File: config.mk
export PLATFORM = sky130hd
export DESIGN_NAME = si_shoot_controller
export DESIGN_NICKNAME = d
export VERILOG_FILES = /design/src/rtl/si_shoot_pkg.sv /design/src/rtl/si_shoot_controller_tick.sv /design/src/rtl/si_shoot_controller.sv
export SDC_FILE = /design/constraint.sdc
export NUM_CORES = 1
export LEC_CHECK = 0
export ABC_AREA = 0
export BUFFER_PORTS_ARGS = -buffer_cell sky130_fd_sc_hd__buf_2
export CORE_MARGIN = 2
export CORE_UTILIZATION = 60
export CTS_BUF_LIST = sky130_fd_sc_hd__clkbuf_8
export DETAILED_ROUTE_END_ITERATION = 10
export MAX_ROUTING_LAYER = met4
export PLACE_DENSITY = 0.79
export SETUP_SLACK_MARGIN = 0.5
export SLEW_MARGIN = 40
export SYNTH_ARGS = -nofsm -noshare
export SYNTH_HDL_FRONTEND = slang
export SYNTH_HIERARCHICAL = 1
export SYNTH_SLANG_ARGS = --single-unit
File: constraint.sdc
create_clock -name SI_SHOOT_CTRL_CLOCK_50 -period 5.8 [get_ports SI_SHOOT_CTRL_CLOCK_50]
set_input_delay 0.58 -clock SI_SHOOT_CTRL_CLOCK_50 [delete_from_list [all_inputs] [get_ports SI_SHOOT_CTRL_CLOCK_50]]
set_output_delay 0.58 -clock SI_SHOOT_CTRL_CLOCK_50 [all_outputs]
set_load 0.1 [all_outputs]
File: src/rtl/si_shoot_pkg.sv
// Shared types and defaults for the player-bullet shoot controller.
package si_shoot_pkg;

    localparam int ROWS_DEFAULT     = 7;
    localparam int COLS_DEFAULT     = 8;
    localparam int TICK_DIV_DEFAULT = 2500000;
    // Short shift period so benches finish quickly
    localparam int TICK_DIV_SIM     = 4;

    typedef enum logic [2:0] {
        IDLE   = 3'd0,
        LAUNCH = 3'd1,
        FLY    = 3'd2,
        SHIFT  = 3'd3,
        CLEAR  = 3'd4
    } shoot_state_t;

endpackage

File: src/rtl/si_shoot_controller_tick.sv
// si_tick_divider: enabled up-counter with sync clear; pulses o_tc on the last count of each period.
module si_tick_divider #(
    parameter int TICK_DIV = 4,
    localparam int CNT_W   = $clog2(TICK_DIV)
) (
    input  logic i_clk,
    input  logic i_rst,
    input  logic i_en,
    input  logic i_clr,
    output logic o_tc
);

    logic [CNT_W-1:0] r_count;
    logic             w_last;

    assign w_last = (r_count == CNT_W'(TICK_DIV - 1));
    assign o_tc   = i_en && w_last;

    always_ff @(posedge i_clk) begin
        if (i_rst || i_clr) begin
            r_count <= '0;
        end else if (i_en) begin
            r_count <= w_last ? '0 : r_count + CNT_W'(1);
        end
    end

endmodule

File: src/rtl/si_shoot_controller.sv
// Sequences the player-bullet shoot register: launch into row 1, paced upward shifts, retire or clear.
// Build option SI_SHOOT_FIRE_BUFFER_EN adds a one-entry pending-fire buffer captured while busy.
//
// state  | meaning
// IDLE   | no bullet; waiting for an enabled fire request
// LAUNCH | Load strobe with the one-hot column into row 1
// FLY    | bullet resting; tick divider counting toward the next shift
// SHIFT  | Load strobe with zero data, bullet moves up one row
// CLEAR  | Clear strobe after a hit; column wiped
module si_shoot_controller
    import si_shoot_pkg::*;
#(
    parameter int ROWS     = ROWS_DEFAULT,
    parameter int COLS     = COLS_DEFAULT,
    parameter int TICK_DIV = TICK_DIV_DEFAULT,
    parameter int COL_W    = $clog2(COLS),
    parameter int ROW_W    = $clog2(ROWS + 1)
) (
    input  logic             SI_SHOOT_CTRL_CLOCK_50,
    input  logic             SI_SHOOT_CTRL_RESET_InHigh,
    input  logic             SI_SHOOT_CTRL_Enable_InHigh,
    input  logic             SI_SHOOT_CTRL_Fire_InHigh,
    input  logic [COL_W-1:0] SI_SHOOT_CTRL_Column_InBus,
    input  logic             SI_SHOOT_CTRL_Hit_InHigh,
    output logic             SI_SHOOT_CTRL_Load_OutLow,
    output logic             SI_SHOOT_CTRL_Clear_OutLow,
    output logic [COLS-1:0]  SI_SHOOT_CTRL_DataIn_OutBus,
    output logic [ROW_W-1:0] SI_SHOOT_CTRL_Row_OutBus,
    output logic             SI_SHOOT_CTRL_Busy_OutHigh,
    output logic             SI_SHOOT_CTRL_Done_OutHigh
);

    shoot_state_t     r_state;
    shoot_state_t     w_next_state;
    logic [COL_W-1:0] r_col;
    logic [ROW_W-1:0] r_row;
    logic             r_done;

    logic             w_busy;
    logic             w_fire_ok;
    logic             w_tc;
    logic             w_top_row;
    logic [COL_W-1:0] w_col_sat;
    logic [COLS-1:0]  w_onehot;
    logic             w_pend_valid;
    logic [COL_W-1:0] w_pend_col;

    assign w_busy    = (r_state == LAUNCH) || (r_state == FLY) || (r_state == SHIFT);
    assign w_fire_ok = SI_SHOOT_CTRL_Fire_InHigh && SI_SHOOT_CTRL_Enable_InHigh;
    assign w_top_row = (r_row == ROW_W'(ROWS));
    assign w_col_sat = (32'(SI_SHOOT_CTRL_Column_InBus) >= COLS) ? COL_W'(COLS - 1)
                                                               : SI_SHOOT_CTRL_Column_InBus;
    assign w_onehot  = COLS'(1) << r_col;

    // Counter runs from LAUNCH onward so each LAUNCH/SHIFT cycle is part of its own period
    si_tick_divider #(
        .TICK_DIV (TICK_DIV)
    ) u_tick (
        .i_clk (SI_SHOOT_CTRL_CLOCK_50),
        .i_rst (SI_SHOOT_CTRL_RESET_InHigh),
        .i_en  (SI_SHOOT_CTRL_Enable_InHigh && w_busy),
        .i_clr ((r_state == IDLE) || (r_state == CLEAR)),
        .o_tc  (w_tc)
    );

`ifdef SI_SHOOT_FIRE_BUFFER_EN
    logic             r_pend_valid;
    logic [COL_W-1:0] r_pend_col;

    always_ff @(posedge SI_SHOOT_CTRL_CLOCK_50) begin
        if (SI_SHOOT_CTRL_RESET_InHigh || (r_state == CLEAR)) begin
            r_pend_valid <= 1'b0;
            r_pend_col   <= '0;
        end else if (w_busy && w_fire_ok) begin
            r_pend_valid <= 1'b1;
            r_pend_col   <= w_col_sat;
        end else if (r_state == IDLE) begin
            r_pend_valid <= 1'b0;
        end
    end

    assign w_pend_valid = r_pend_valid;
    assign w_pend_col   = r_pend_col;
`else
    assign w_pend_valid = 1'b0;
    assign w_pend_col   = '0;
`endif

    always_ff @(posedge SI_SHOOT_CTRL_CLOCK_50) begin
        if (SI_SHOOT_CTRL_RESET_InHigh) begin
            r_state <= IDLE;
        end else begin
            r_state <= w_next_state;
        end
    end

    always_comb begin
        w_next_state = r_state;
        case (r_state)
            IDLE:    if (w_pend_valid || w_fire_ok) w_next_state = LAUNCH;
            LAUNCH:  w_next_state = SI_SHOOT_CTRL_Hit_InHigh ? CLEAR : FLY;
            FLY: begin
                if (SI_SHOOT_CTRL_Hit_InHigh) w_next_state = CLEAR;
                else if (w_tc)                w_next_state = SHIFT;
            end
            // A hit during SHIFT still lets the shift land, then clears
            SHIFT: begin
                if (SI_SHOOT_CTRL_Hit_InHigh) w_next_state = CLEAR;
                else if (w_top_row)           w_next_state = IDLE;
                else                          w_next_state = FLY;
            end
            CLEAR:   w_next_state = IDLE;
            default: w_next_state = IDLE;
        endcase
    end

    always_ff @(posedge SI_SHOOT_CTRL_CLOCK_50) begin
        if (SI_SHOOT_CTRL_RESET_InHigh) begin
            r_col  <= '0;
            r_row  <= '0;
            r_done <= 1'b0;
        end else begin
            r_done <= 1'b0;
            case (r_state)
                IDLE: begin
                    if (w_next_state == LAUNCH) begin
                        r_col <= w_pend_valid ? w_pend_col : w_col_sat;
                        r_row <= ROW_W'(1);
                    end
                end
                SHIFT: begin
                    r_row  <= w_top_row ? '0 : r_row + ROW_W'(1);
                    r_done <= (w_next_state == IDLE);
                end
                CLEAR: begin
                    r_row  <= '0;
                    r_done <= 1'b1;
                end
                default: ;
            endcase
        end
    end

    assign SI_SHOOT_CTRL_Load_OutLow   = ~((r_state == LAUNCH) || (r_state == SHIFT));
    assign SI_SHOOT_CTRL_Clear_OutLow  = ~(r_state == CLEAR);
    assign SI_SHOOT_CTRL_DataIn_OutBus = (r_state == LAUNCH) ? w_onehot : '0;
    assign SI_SHOOT_CTRL_Row_OutBus    = r_row;
    assign SI_SHOOT_CTRL_Busy_OutHigh  = w_busy;
    assign SI_SHOOT_CTRL_Done_OutHigh  = r_done;

endmodule
; ---- After elaboration in Yosys (flattened, before gate mapping)
; Index checks and enable logic that the tools add are counted.
; Widths: inputs -> output; s select.
[classes]
eq_ne = 8
muxes = 13
add_sub_neg = 2
shifts = 1
reduce_logical = 13
bitwise_logic = 2
[op_table]
columns = op, count
row1 = $add 22x1->22 const B, 1
row2 = $eq 22x22->1 const B, 1
row3 = $mux 22, 1
row4 = $mux 3, 7
row5 = $pmux 3 s4, 1
row6 = $pmux 3 s3, 1
row7 = $mux 8, 1
row8 = $shl 1x3->8 const A, 1
row9 = $eq 3x1->1 const B, 2
row10 = $eq 3x2->1 const B, 2
row11 = $eq 3x3->1 const B, 2
row12 = $logic_not 3->1, 2
row13 = $logic_or 1x1->1, 5
row14 = $reduce_and 2->1, 2
row15 = $add 3x1->3 const B, 1
row16 = $logic_and 1x1->1, 3
row17 = $reduce_bool 3->1, 1
row18 = $mux 2, 1
row19 = $ne 2x1->1 const B, 1
row20 = $not 1->1, 2
row21 = $pmux 1 s2, 1
[word_totals]
in_bits = 8
ff_bits = 32
wordCells = 44

; ---- Logic depth before layout (Yosys ltp)
; Gate-level depths: netlist (run 1).
[logic_depth]
depth_word = 11
ltp_mapped = 10

; ---- By module
; The synthesis (run 1) kept the hierarchy.
[modules_own_cells]
columns = mod, cells_per_inst, seq_area_each_um2, area_per_inst_um2, n_inst
row1 = si_tick_divider, 125, 440.4, 1084.8, 1
row2 = si_shoot_controller, 67, 200.2, 570.5, 1

; ---- Least setup slack after synthesis (run 1)
; No wires, ideal clock.
[synth_timing]
kind = flip-flop to output port
start = register r_state[0]
end = output SI_SHOOT_CTRL_DataIn_OutBus[0]
t_required_ns = 5.220
path_stages_with_launch = 5
arrival_ns = 2.902
slack_ns = 2.318
path_cell_list = dfxtp_1 -> buf_2 -> nor3b_1 -> nand2b_1 -> nor3_1
[synth_via]
elab_chain_len = 2
[synth_rtl]
columns = element, line
row1 = start: declaration, si_shoot_controller.sv:33  ; shoot_state_t r_state;
row2 = start signal: assignment, si_shoot_controller.sv:93  ; r_state <= w_next_state;
row3 = $eq 3x1->1, si_shoot_controller.sv:146  ; assign SI_SHOOT_CTRL_DataIn_OutBus = (r_state == LAUNCH) ? w_onehot : '0;
row4 = $mux 8, si_shoot_controller.sv:146
row5 = end: declaration, si_shoot_controller.sv:27  ; output logic [COLS-1:0] SI_SHOOT_CTRL_DataIn_OutBus,
; No other way between the ends.

; ---- Worst setup path in the final report (run 1)
[layout_timing]
start = register r_state[1]
end = register u_tick.r_count[19]
[layout_via]
elab_chain_len = 4
word_cells_on_any_way = 10
cone_classes = 4 x eq/ne / 6 x reduce/logical
[layout_rtl]
columns = element, line
row1 = $eq 3x1->1 / $eq 3x2->1 (equally long branches), si_shoot_controller.sv:48  ; assign w_busy = (r_state == LAUNCH) || (r_state == FLY) || (r_state == SHIFT);
row2 = $logic_or 1x1->1 (2 in a row), si_shoot_controller.sv:48
row3 = $logic_and 1x1->1, si_shoot_controller.sv:61  ; .i_en (SI_SHOOT_CTRL_Enable_InHigh && w_busy),
row4 = end signal: assignment, si_shoot_controller_tick.sv:23  ; r_count <= w_last ? '0 : r_count + CNT_W'(1);
row5 = end: declaration, si_shoot_controller_tick.sv:13  ; logic [CNT_W-1:0] r_count;
; Parallel ways exist; a longest one is shown, timed or not.
; A chain may end at the register's enable or synchronous reset.

==> qor.yml, run 1 <==
worst_setup_path:
  path_buf_inv: 0
  path_class: "flip-flop to flip-flop"
  rr_worst_depth: 7
  crit_fanout: 11
  cp.depth: 7
  rrSetupSlack_ns: 3.17
  arrival_ns: 2.85
  critPathCapture: "u_tick/r_count[19]"
  critical_path.max_stage_delay_ns: 0.57
  crit_start: "r_state[1]"
  critPathTopFamily: "simple AND/OR/NAND/NOR gates"
  r2r-end: "u_tick/r_count[19]"
  timing.rr.start: "r_state[1]"
  setup.worst_path.end_class: "flip-flop"
  required_ns: 6.03
  cpMostUsedCell: "nor2_1"
  cp_cell_sequence: "nor2_1 > nor2_1 > and2_1 > nand4_1 > or3_1 > or4_1 > a21oi_1"
  worstSetupStartpointType: "flip-flop"
  slowest_stage: "or3_1"
finish:
  syn2layout_area_growth_pct: 12.2
  diodes: 0
  drive_above_1_share_pct: 15.9
  design_area_um2: 1860
  layout_common_cells: "32 x dfxtp_1, 24 x nor2_1, 22 x buf_2, 14 x a21oi_1, 13 x nand2_1"
  multi_input_area_um2: 942
  utilization_pct: 69.2
  layout.nets: 224
  final-seq-area_um2: 641
  final_common_cell: "dfxtp_1"
  fill_cells: 216
flow_run:
  maxCapViolations: 0
floorplanning:
  dieArea_um2: 3200
  io_pins: 23
  fp-row-count: 19
  die_x_um: 56.5
  die_h_um: 56.5
  start_util_pct: 61.6
  core_area_um2: 2690
timing:
  worst_pin_slew_ns: 0.487
  setup_violations: 0
  max_freq_ghz: 0.381
  finalWorstPathRequiredPeriod_ns: 2.63
  hold_viol: 0
  worst_slack_ns: 3.17
  period_share_pct: 45.3
  clock-skew-final_ns: 0.00763
  rsz0062_at_grt: "false"
  finalSetupTns_ns: 0
  finalMaxSlewViolations: 0
  max_slew_margin_pct: 67.7
power_and_ir_drop:
  seq_power_share_pct: 48.3
  powerDensity_nw_per_um2: 252
  intPower_mw: 0.357
  p_clk_share_pct: 44.2
  swShare_pct: 23.6
  pwr-share-comb_pct: 7.6
  finalPower_mw: 0.468
  switchingPower_mw: 0.111
  peakVddDrop_mv: 0.237
  p_leak_nw: 0.604
synthesis:
  synth_edf_count: 0
  ys_seq_area_share_pct: 38.7
  synth.distinct_cells: 35
  synthesis.instances: 192
  syn_avg_cell_area_um2: 8.62
  synth_warnings: 6
  synth_nets: 203
  synth_seq_cells: 32
  synth.area.top_cells: "dfxtp_1 39%, nor2_1 5.4%, xnor2_1 4.8%"
  syn-cell-area_um2: 1660
  yosysTopAreaCell: "dfxtp_1"
  netlist.area_leader.share_pct: 38.7
  synthArstFlopShare_pct: 0
  ys.flop_type: "dfxtp_1"
clock_network:
  cts_setup_buffers: 0
  clk_latency_ns: 0.29
  cts-root-buf: "clkbuf_8"
  htree_levels: 2
  clkSinkCount: 32
  cts_resized: 0
  clkTransAtPathRegs_ns: 0.07
  numCtsBuffers: 5
  tritoncts: "built"
  cts.path.max_buffers: 2
  hold_buffers: 0
detailed_routing:
  num_vias: 1466
  vias_per_cell: 5.98
  drc_errors: 0
  wl_per_cell_um: 13.7
  ant_nets: 0
  firstDrtPassIters: 4
  drtIter0Drc: 81
  wl_um: 3370
grt:
  grt_util_all_layers_pct: 24.2
  grt_first_pass_wirelength_um: 5950
  antenna_found_initial: 0
  overflow: 0
  grt_max_degree: 23
  grt_pass1_vias: 1349
placed_design:
  dpl_worst_slack_ns: 3.13
  dpl_cell_area_um2: 1740
  place_congestion: 0.875
  io_buffers: 22
  hpwl_um: 2380
status:
  status: "complete, no violations"
min_path:
  hold_path_class: "flip-flop to flip-flop"
-- flip-flops by register name, indices dropped and copies added (netlist names) --
signal / cells
r_col: 3
r_state: 3
u_tick/r_count: 22
SI_SHOOT_CTRL_Row_OutBus: 3
SI_SHOOT_CTRL_Done_OutHigh: 1
-- stage by stage --
step | hold WS (ns) | instances
floorplan | 0.451 | 192
global placement | 0.464 | 236
detailed placement | 0.478 | 236
global route | 0.500 | 245
CTS | 0.488 | 244
finish | 0.485 | 245
-- worst reg2reg max path, delay by kind of cell, from the launching register on --
| kind | cells | cell delay (ns) |
|---|---|---|
| DFF | 1 | 0.54 |
| AOI/OAI and AO/OA | 1 | 0.14 |
| and+or+nand+nor | 6 | 1.89 |
-- synthesized netlist by cell type (2+ instances only) --
cell type,number
nor4b_1,4
mux2i_1,4
or4_4,2
or4_1,5
nor2_1,24
inv_1,3
buf_6,3
xor2_1,3
o311ai_0,2
clkbuf_1,2
a21oi_1,14
nand3b_1,4
o31ai_1,4
nor3_1,6
nor4_1,2
ha_1,3
and4_1,2
nand4_1,8
or3_1,6
nand2b_1,10
nand3_1,7
buf_2,4
nand2_1,13
xnor2_1,9
dfxtp_1,32
o21ai_0,7
-- metal layers --
layer	vias up	share of wire [%]	GRT usage [%]
met3	6	6.4	8.06
li1	735	-	-
met5	-	0	-
met4	0	1.4	6.80
met1	683	43	29.2
met2	42	49	38.7
-- final cells by class --
cell class / instances / area share [%]
inverters: 3 / 0.606
clock buffers: 5 / 3.70
multi-input cells: 148 / 50.7
clock inverters: 3 / 2.09
repair buffers: 23 / 6.33
flip-flops and latches: 32 / 34.5
well taps: 31 / 2.09
-- power by group through the flow --
stage | clock network [mW] | logic [mW] | registers [mW]
2_1_floorplan | 0 | 0.0260 | 0.234
3_3_place_gp | 0 | 0.0345 | 0.230
3_5_place_dp | 0 | 0.0350 | 0.231
4_1_cts | 0.212 | 0.0351 | 0.226
5_1_grt | 0.221 | 0.0378 | 0.226
6_report | 0.207 | 0.0353 | 0.226
-- how the worst min path moves through the flow --
stage                       startpoint                 end  slack (ns)  cells past startpoint
global route                  r_col[2]            r_col[2]        0.50                      2
detailed placement  u_tick/r_count[18]  u_tick/r_count[18]        0.48                      2
floorplan           u_tick/r_count[21]  u_tick/r_count[21]        0.45                      2
finish              u_tick/r_count[18]  u_tick/r_count[18]        0.49                      2
global placement    u_tick/r_count[18]  u_tick/r_count[18]        0.46                      2
CTS                           r_col[2]            r_col[2]        0.49                      2
-- cells by family after synthesis --
kind of cell | share of synthesized area (%)
and+or+nand+nor | 34.4
DFF | 38.7
AOI/OAI and AO/OA | 11.5
xor gates and xnor gates | 6.35
buffers and inverters | 4.38
muxes | 2.42
adders and majority gates | 2.27
Note: power is estimated with default switching activity, not from simulation.
==> run 2, diff against run 1 <==
ABC_AREA = 1   (was 0)
PLACE_DENSITY = 0.78   (was 0.79)
clock period = 2.61 ns   (was 5.8 ns; I/O delays follow)
==> qor.yml, run 2 <==
clock_network:
  htree_levels: 2
  tritoncts: "built"
  cts-root-buf: "clkbuf_8"
  clkSinkCount: 32
  cts.path.max_buffers: 2
  hold_buffers: 0
  clkTransAtPathRegs_ns: 0.06
  numCtsBuffers: 5
  clk_latency_ns: 0.28
timing:
  max_slew_margin_pct: 68.0
  timing.hold.ws_ns: 0.204
  worst_pin_slew_ns: 0.484
  period_share_pct: 77.1
  max_freq_ghz: 0.497
  setup_violations: 0
  finalSetupTns_ns: 0
  clock-skew-final_ns: 0.00343
  hold_viol: 0
  finalMaxSlewViolations: 0
  finalWorstPathRequiredPeriod_ns: 2.01
  rsz0062_at_grt: "true"
floorplanning:
  dieArea_um2: 3490
  die_h_um: 59.1
  die_x_um: 59.1
  io_pins: 23
  start_util_pct: 64.4
  fp-row-count: 19
  core_area_um2: 2830
detailed_routing:
  wl_um: 3900
  highest_layer: "met4"
  wl_per_cell_um: 11.4
  met3RoutedLength_um: 178
  dr_wl_met2_um: 1790
  wl_met1_um: 1880
  drtIter0Drc: 100
  vias_per_cell: 5.14
  firstDrtPassIters: 4
  ant_nets: 0
  drc_errors: 0
  num_vias: 1758
synthesis:
  ys_seq_area_share_pct: 35.2
  syn-cell-area_um2: 1820
  netlist.area_leader.share_pct: 35.2
  synthesis.instances: 282
  synth_nets: 293
  synth.area.top_cells: "dfxtp_1 35%, nand2_1 17%, nor2_1 11%"
  yosysTopAreaCell: "dfxtp_1"
  synth_common_cells: "82 x nand2_1, 51 x nor2_1, 38 x inv_1, 32 x dfxtp_1, 18 x nand3_1"
  synth_seq_cells: 32
  yosysMostFrequentCell: "nand2_1"
  synth_warnings: 6
  synthArstFlopShare_pct: 0
  ys.flop_type: "dfxtp_1"
  synth.distinct_cells: 29
  synth_edf_count: 0
  syn_avg_cell_area_um2: 6.46
grt:
  grt_max_degree: 14
  grt_first_pass_wirelength_um: 6600
  grt_pass1_vias: 1518
  antenna_found_initial: 0
  overflow: 0
  grt_util_all_layers_pct: 25.9
finish:
  drive_above_1_share_pct: 19.6
  diodes: 0
  syn2layout_area_growth_pct: 19.2
  fin_cells: 342
  top_register: "u_tick/r_count"
  layout_common_cells: "81 x nand2_1, 42 x nor2_1, 38 x inv_1, 32 x dfxtp_1, 18 x nand3_1"
  multi_input_area_um2: 1070
  layout.nets: 321
  largest_reg_flops: 22
  fill_cells: 233
  final_common_cell: "nand2_1"
  final-seq-area_um2: 641
status:
  status: "complete, no violations"
power_and_ir_drop:
  seq_power_share_pct: 44.8
  switchingPower_mw: 0.262
  p_leak_nw: 0.867
  powerDensity_nw_per_um2: 515
  swShare_pct: 23.5
  intPower_mw: 0.855
  p_clk_share_pct: 45.7
  finalPower_mw: 1.12
  peakVddDrop_mv: 0.509
  pwr-share-comb_pct: 9.5
placed_design:
  place_congestion: 0.918
  placedCellCount: 334
  io_buffers: 22
  hpwl_um: 3010
worst_setup_path:
  path_class: "flip-flop to primary output"
  crit_fanout: 6
  arrival_ns: 1.75
  setup.worst_path.end_class: "primary output"
  required_ns: 2.35
  worstSetupStartpointType: "flip-flop"
min_path:
  hold_path_class: "primary input to flip-flop"
flow_run:
  maxCapViolations: 0
[run 2: cell types whose count changed in the layout (fill, tap and decap cells not counted), sizes merged, moves of 8 or more]
cell / change
nand2: +73
inv: +38
nor2: +37
nand3: +12
nand2b: -10
xnor2: -8
[run 2: kinds of logic (layout without fill, tap and decap cells)]
| logic type | after synthesis | after routing | synth area share, % |
|---|---|---|---|
| AND/OR/NAND/NOR | 177 | 177 | 43.9 |
| buffers and inverters | 44 | 73 | 9.69 |
| flip-flops | 32 | 32 | 35.2 |
| AO/OA/AOI/OAI | 19 | 19 | 5.70 |
| XOR/XNOR | 6 | 6 | 2.89 |
| adder cells (fa/ha/maj) | 3 | 3 | 2.06 |
| multiplexers | 1 | 1 | 0.550 |
[run 2: critical path, stage by stage, from the launching register on]
cell	delay, ns
dfxtp_1	0.36
inv_2	0.15
nand2_2	0.07
nor2_1	0.16
nand2_1	0.27
nor2_4	0.16
buf_4	0.30
[run 2: final timing paths]
path | end | slack [ns] | depth (start not counted) | start
min reg2reg | SI_SHOOT_CTRL_Row_OutBus[1] | 0.48 | 2 | SI_SHOOT_CTRL_Row_OutBus[1]
max reg2reg | u_tick/r_count[19] | 0.84 | 10 | r_state[0]
max | SI_SHOOT_CTRL_DataIn_OutBus[6] | 0.60 | 6 | r_state[2]
min | r_col[1] | 0.20 | 3 | SI_SHOOT_CTRL_Column_InBus[1]
[run 2: power groups by stage]
stage          Combinational, mW  Clock, mW  Sequential [mW]
2_1_floorplan             0.0718          0            0.524
3_3_place_gp               0.105          0            0.511
3_5_place_dp               0.106          0            0.512
4_1_cts                    0.106      0.523            0.501
5_1_grt                    0.115      0.542            0.501
6_report                   0.106      0.510            0.501
[run 2: repair_timing]
item                       4_1_cts  5_1_grt
setup endpoints to repair        7        8
buffers inserted                 0        0
resized for setup                7        1
[run 2: through the flow]
stage	area, um^2	setup WS (ns)	util (%)
2_1_floorplan	1890	0.554	-
3_3_place_gp	2020	0.818	71.5
3_5_place_dp	2020	0.796	71.5
4_1_cts	2170	0.501	76.6
5_1_grt	2170	0.438	76.7
6_report	2170	0.596	76.7
[run 2: final cells by class]
class / instances / area share [%]
Clock inverter: 1 / 1.38
Timing Repair Buffer: 23 / 6.34
Multi-Input combinational cell: 206 / 49.3
Tap cell: 31 / 1.79
Sequential cell: 32 / 29.5
Inverter: 42 / 7.27
Clock buffer: 7 / 4.44
[run 2: metal layers]
metal,track usage [%],vias to the layer above
li1,-,928
met1,33.4,785
met2,39.5,38
met3,6.55,7
met4,8.77,0
met5,-,-
==> run 3, diff against run 2 <==
ABC_AREA = 0   (was 1)
CORE_UTILIZATION = 59   (was 60)
clock period = 1.95 ns   (was 2.61 ns; I/O delays follow)
==> qor.yml, run 3 (synthesized netlist as in run 1, its figures left out) <==
finish:
  final-seq-area_um2: 649
  largest_reg_flops: 22
  layout_common_cells: "27 x dfxtp_1, 18 x buf_4, 16 x nor2_1, 13 x a21oi_1"
  top_register: "u_tick/r_count"
  drive_above_1_share_pct: 37.6
  syn2layout_area_growth_pct: 49.5
  layout.nets: 253
  diodes: 0
  multi_input_area_um2: 1120
  fill_cells: 97
  final_common_cell: "dfxtp_1"
worst_setup_path:
  critical_path.max_stage_delay_ns: 0.56
  path_class: "flip-flop to flip-flop"
  rr_worst_depth: 4
  worstSetupStartpointType: "flip-flop"
  timing.rr.start: "u_tick/r_count[5]"
  r2r-end: "u_tick/r_count[20]"
  path_buf_inv: 0
  setup.worst_path.end_class: "flip-flop"
  crit_fanout: 7
  required_ns: 2.16
  rrSetupSlack_ns: -0.10
  critPathTopFamily: "simple AND/OR/NAND/NOR gates"
  slowest_stage: "or4_4"
  arrival_ns: 2.26
  cp_cell_sequence: "nand3_1 > or4_4 > or4_1 > a21oi_1"
timing:
  hold_viol: 0
  worst_pin_slew_ns: 0.492
  max_freq_ghz: 0.488
  max_slew_margin_pct: 67.4
  worst_slack_ns: -0.100
  finalSetupTns_ns: -0.327
  setup_violations: 14
  rsz0062_at_grt: "true"
  finalWorstPathRequiredPeriod_ns: 2.05
  clock-skew-final_ns: 0.0161
  period_share_pct: 105
  finalMaxSlewViolations: 0
clock_network:
  cts.path.max_buffers: 2
  numCtsBuffers: 5
  htree_levels: 2
  clkTransAtPathRegs_ns: 0.07
  clkSinkCount: 32
  cts-root-buf: "clkbuf_8"
  clk_latency_ns: 0.30
  tritoncts: "built"
  hold_buffers: 0
min_path:
  hold_start: "SI_SHOOT_CTRL_Column_InBus[0]"
  min_to: "r_col[0]"
  hold_path_class: "primary input to flip-flop"
  whs_path_depth: 3
grt:
  grt_pass1_vias: 1639
  grt_util_all_layers_pct: 31.1
  antenna_found_initial: 0
  grt_max_degree: 15
  overflow: 0
  grt_first_pass_wirelength_um: 7490
status:
  status: "complete, but fails checks"
  violations: "negative setup slack"
power_and_ir_drop:
  p_leak_nw: 0.823
  powerDensity_nw_per_um2: 545
  peakVddDrop_mv: 0.669
detailed_routing:
  drtIter0Drc: 229
  wl_um: 6410
  ant_nets: 0
  firstDrtPassIters: 5
  num_vias: 1927
  wl_per_cell_um: 23.5
  drc_errors: 0
  vias_per_cell: 7.06
floorplanning:
  fp-row-count: 19
  core_area_um2: 2710
  start_util_pct: 61.1
  die_h_um: 57.0
  dieArea_um2: 3250
  die_x_um: 57.0
  io_pins: 23
flow_run:
  maxCapViolations: 0
placed_design:
  dpl_worst_slack_ns: -0.0713
  hpwl_um: 2820
  io_buffers: 22
  place_congestion: 0.919
[run 3: stage by stage]
step	cells	instance area, um^2	utilization [%]	hold slack (ns)	power, mW
5_1_grt	273	2470	91.3	0.183	1.38
3_3_place_gp	251	2080	76.7	0.461	0.813
4_1_cts	265	2330	86.0	0.179	1.30
6_report	273	2470	91.3	0.188	1.35
2_1_floorplan	192	1750	-	0.350	0.785
3_5_place_dp	251	2080	76.7	0.481	0.817
[run 3: worst max path at each step]
| stage | startpoint | end | slack, ns | cells after the start |
|---|---|---|---|---|
| floorplan | r_state[2] | u_tick/r_count[19] | -0.57 | 9 |
| global placement | u_tick/r_count[12] | u_tick/r_count[20] | -0.006 | 5 |
| detailed placement | u_tick/r_count[12] | r_state[0] | -0.07 | 6 |
| CTS | u_tick/r_count[12] | u_tick/r_count[18] | 0.01 | 6 |
| global route | u_tick/r_count[5] | u_tick/r_count[20] | -0.12 | 4 |
| finish | u_tick/r_count[5] | u_tick/r_count[20] | -0.10 | 4 |
[run 3: power breakdown]
part           switching [mW]  internal, mW
Sequential             0.0157         0.660
Clock                   0.248         0.237
Combinational           0.116        0.0718
Total                   0.380         0.969
[run 3: worst register-to-register path: stages (launching register included)]
cell and delay (ns):
dfxtp_1 0.47, nand3_1 0.21, or4_4 0.56, or4_1 0.54, a21oi_1 0.20
[run 3: cell type report]
cell class                      instances  area share (%)
Timing Repair Buffer                   52            23.4
Inverter                                3           0.455
Sequential cell                        32            26.2
Clock buffer                            5            2.78
Clock inverter                          2           0.354
Tap cell                               31            1.57
Multi-Input combinational cell        148            45.2
[run 3: what timing repair did]
| action | 4_1_cts | 5_1_grt |
|---|---|---|
| endpoints found under the setup margin | 33 | 36 |
| resized for setup | 25 | 17 |
| gates cloned | 1 | 1 |
| pin swaps | 4 | 10 |
| setup buffers | 6 | 7 |
[run 3: layer usage]
layer | routed length (um) | share of wire [%] | up-vias | track usage [%]
li1 | - | - | 794 | -
met4 | 416 | 6.5 | 0 | 16.9
met5 | 0 | 0 | - | -
met3 | 685 | 11 | 55 | 7.48
met1 | 2340 | 36 | 909 | 35.0
met2 | 2970 | 46 | 169 | 50.9
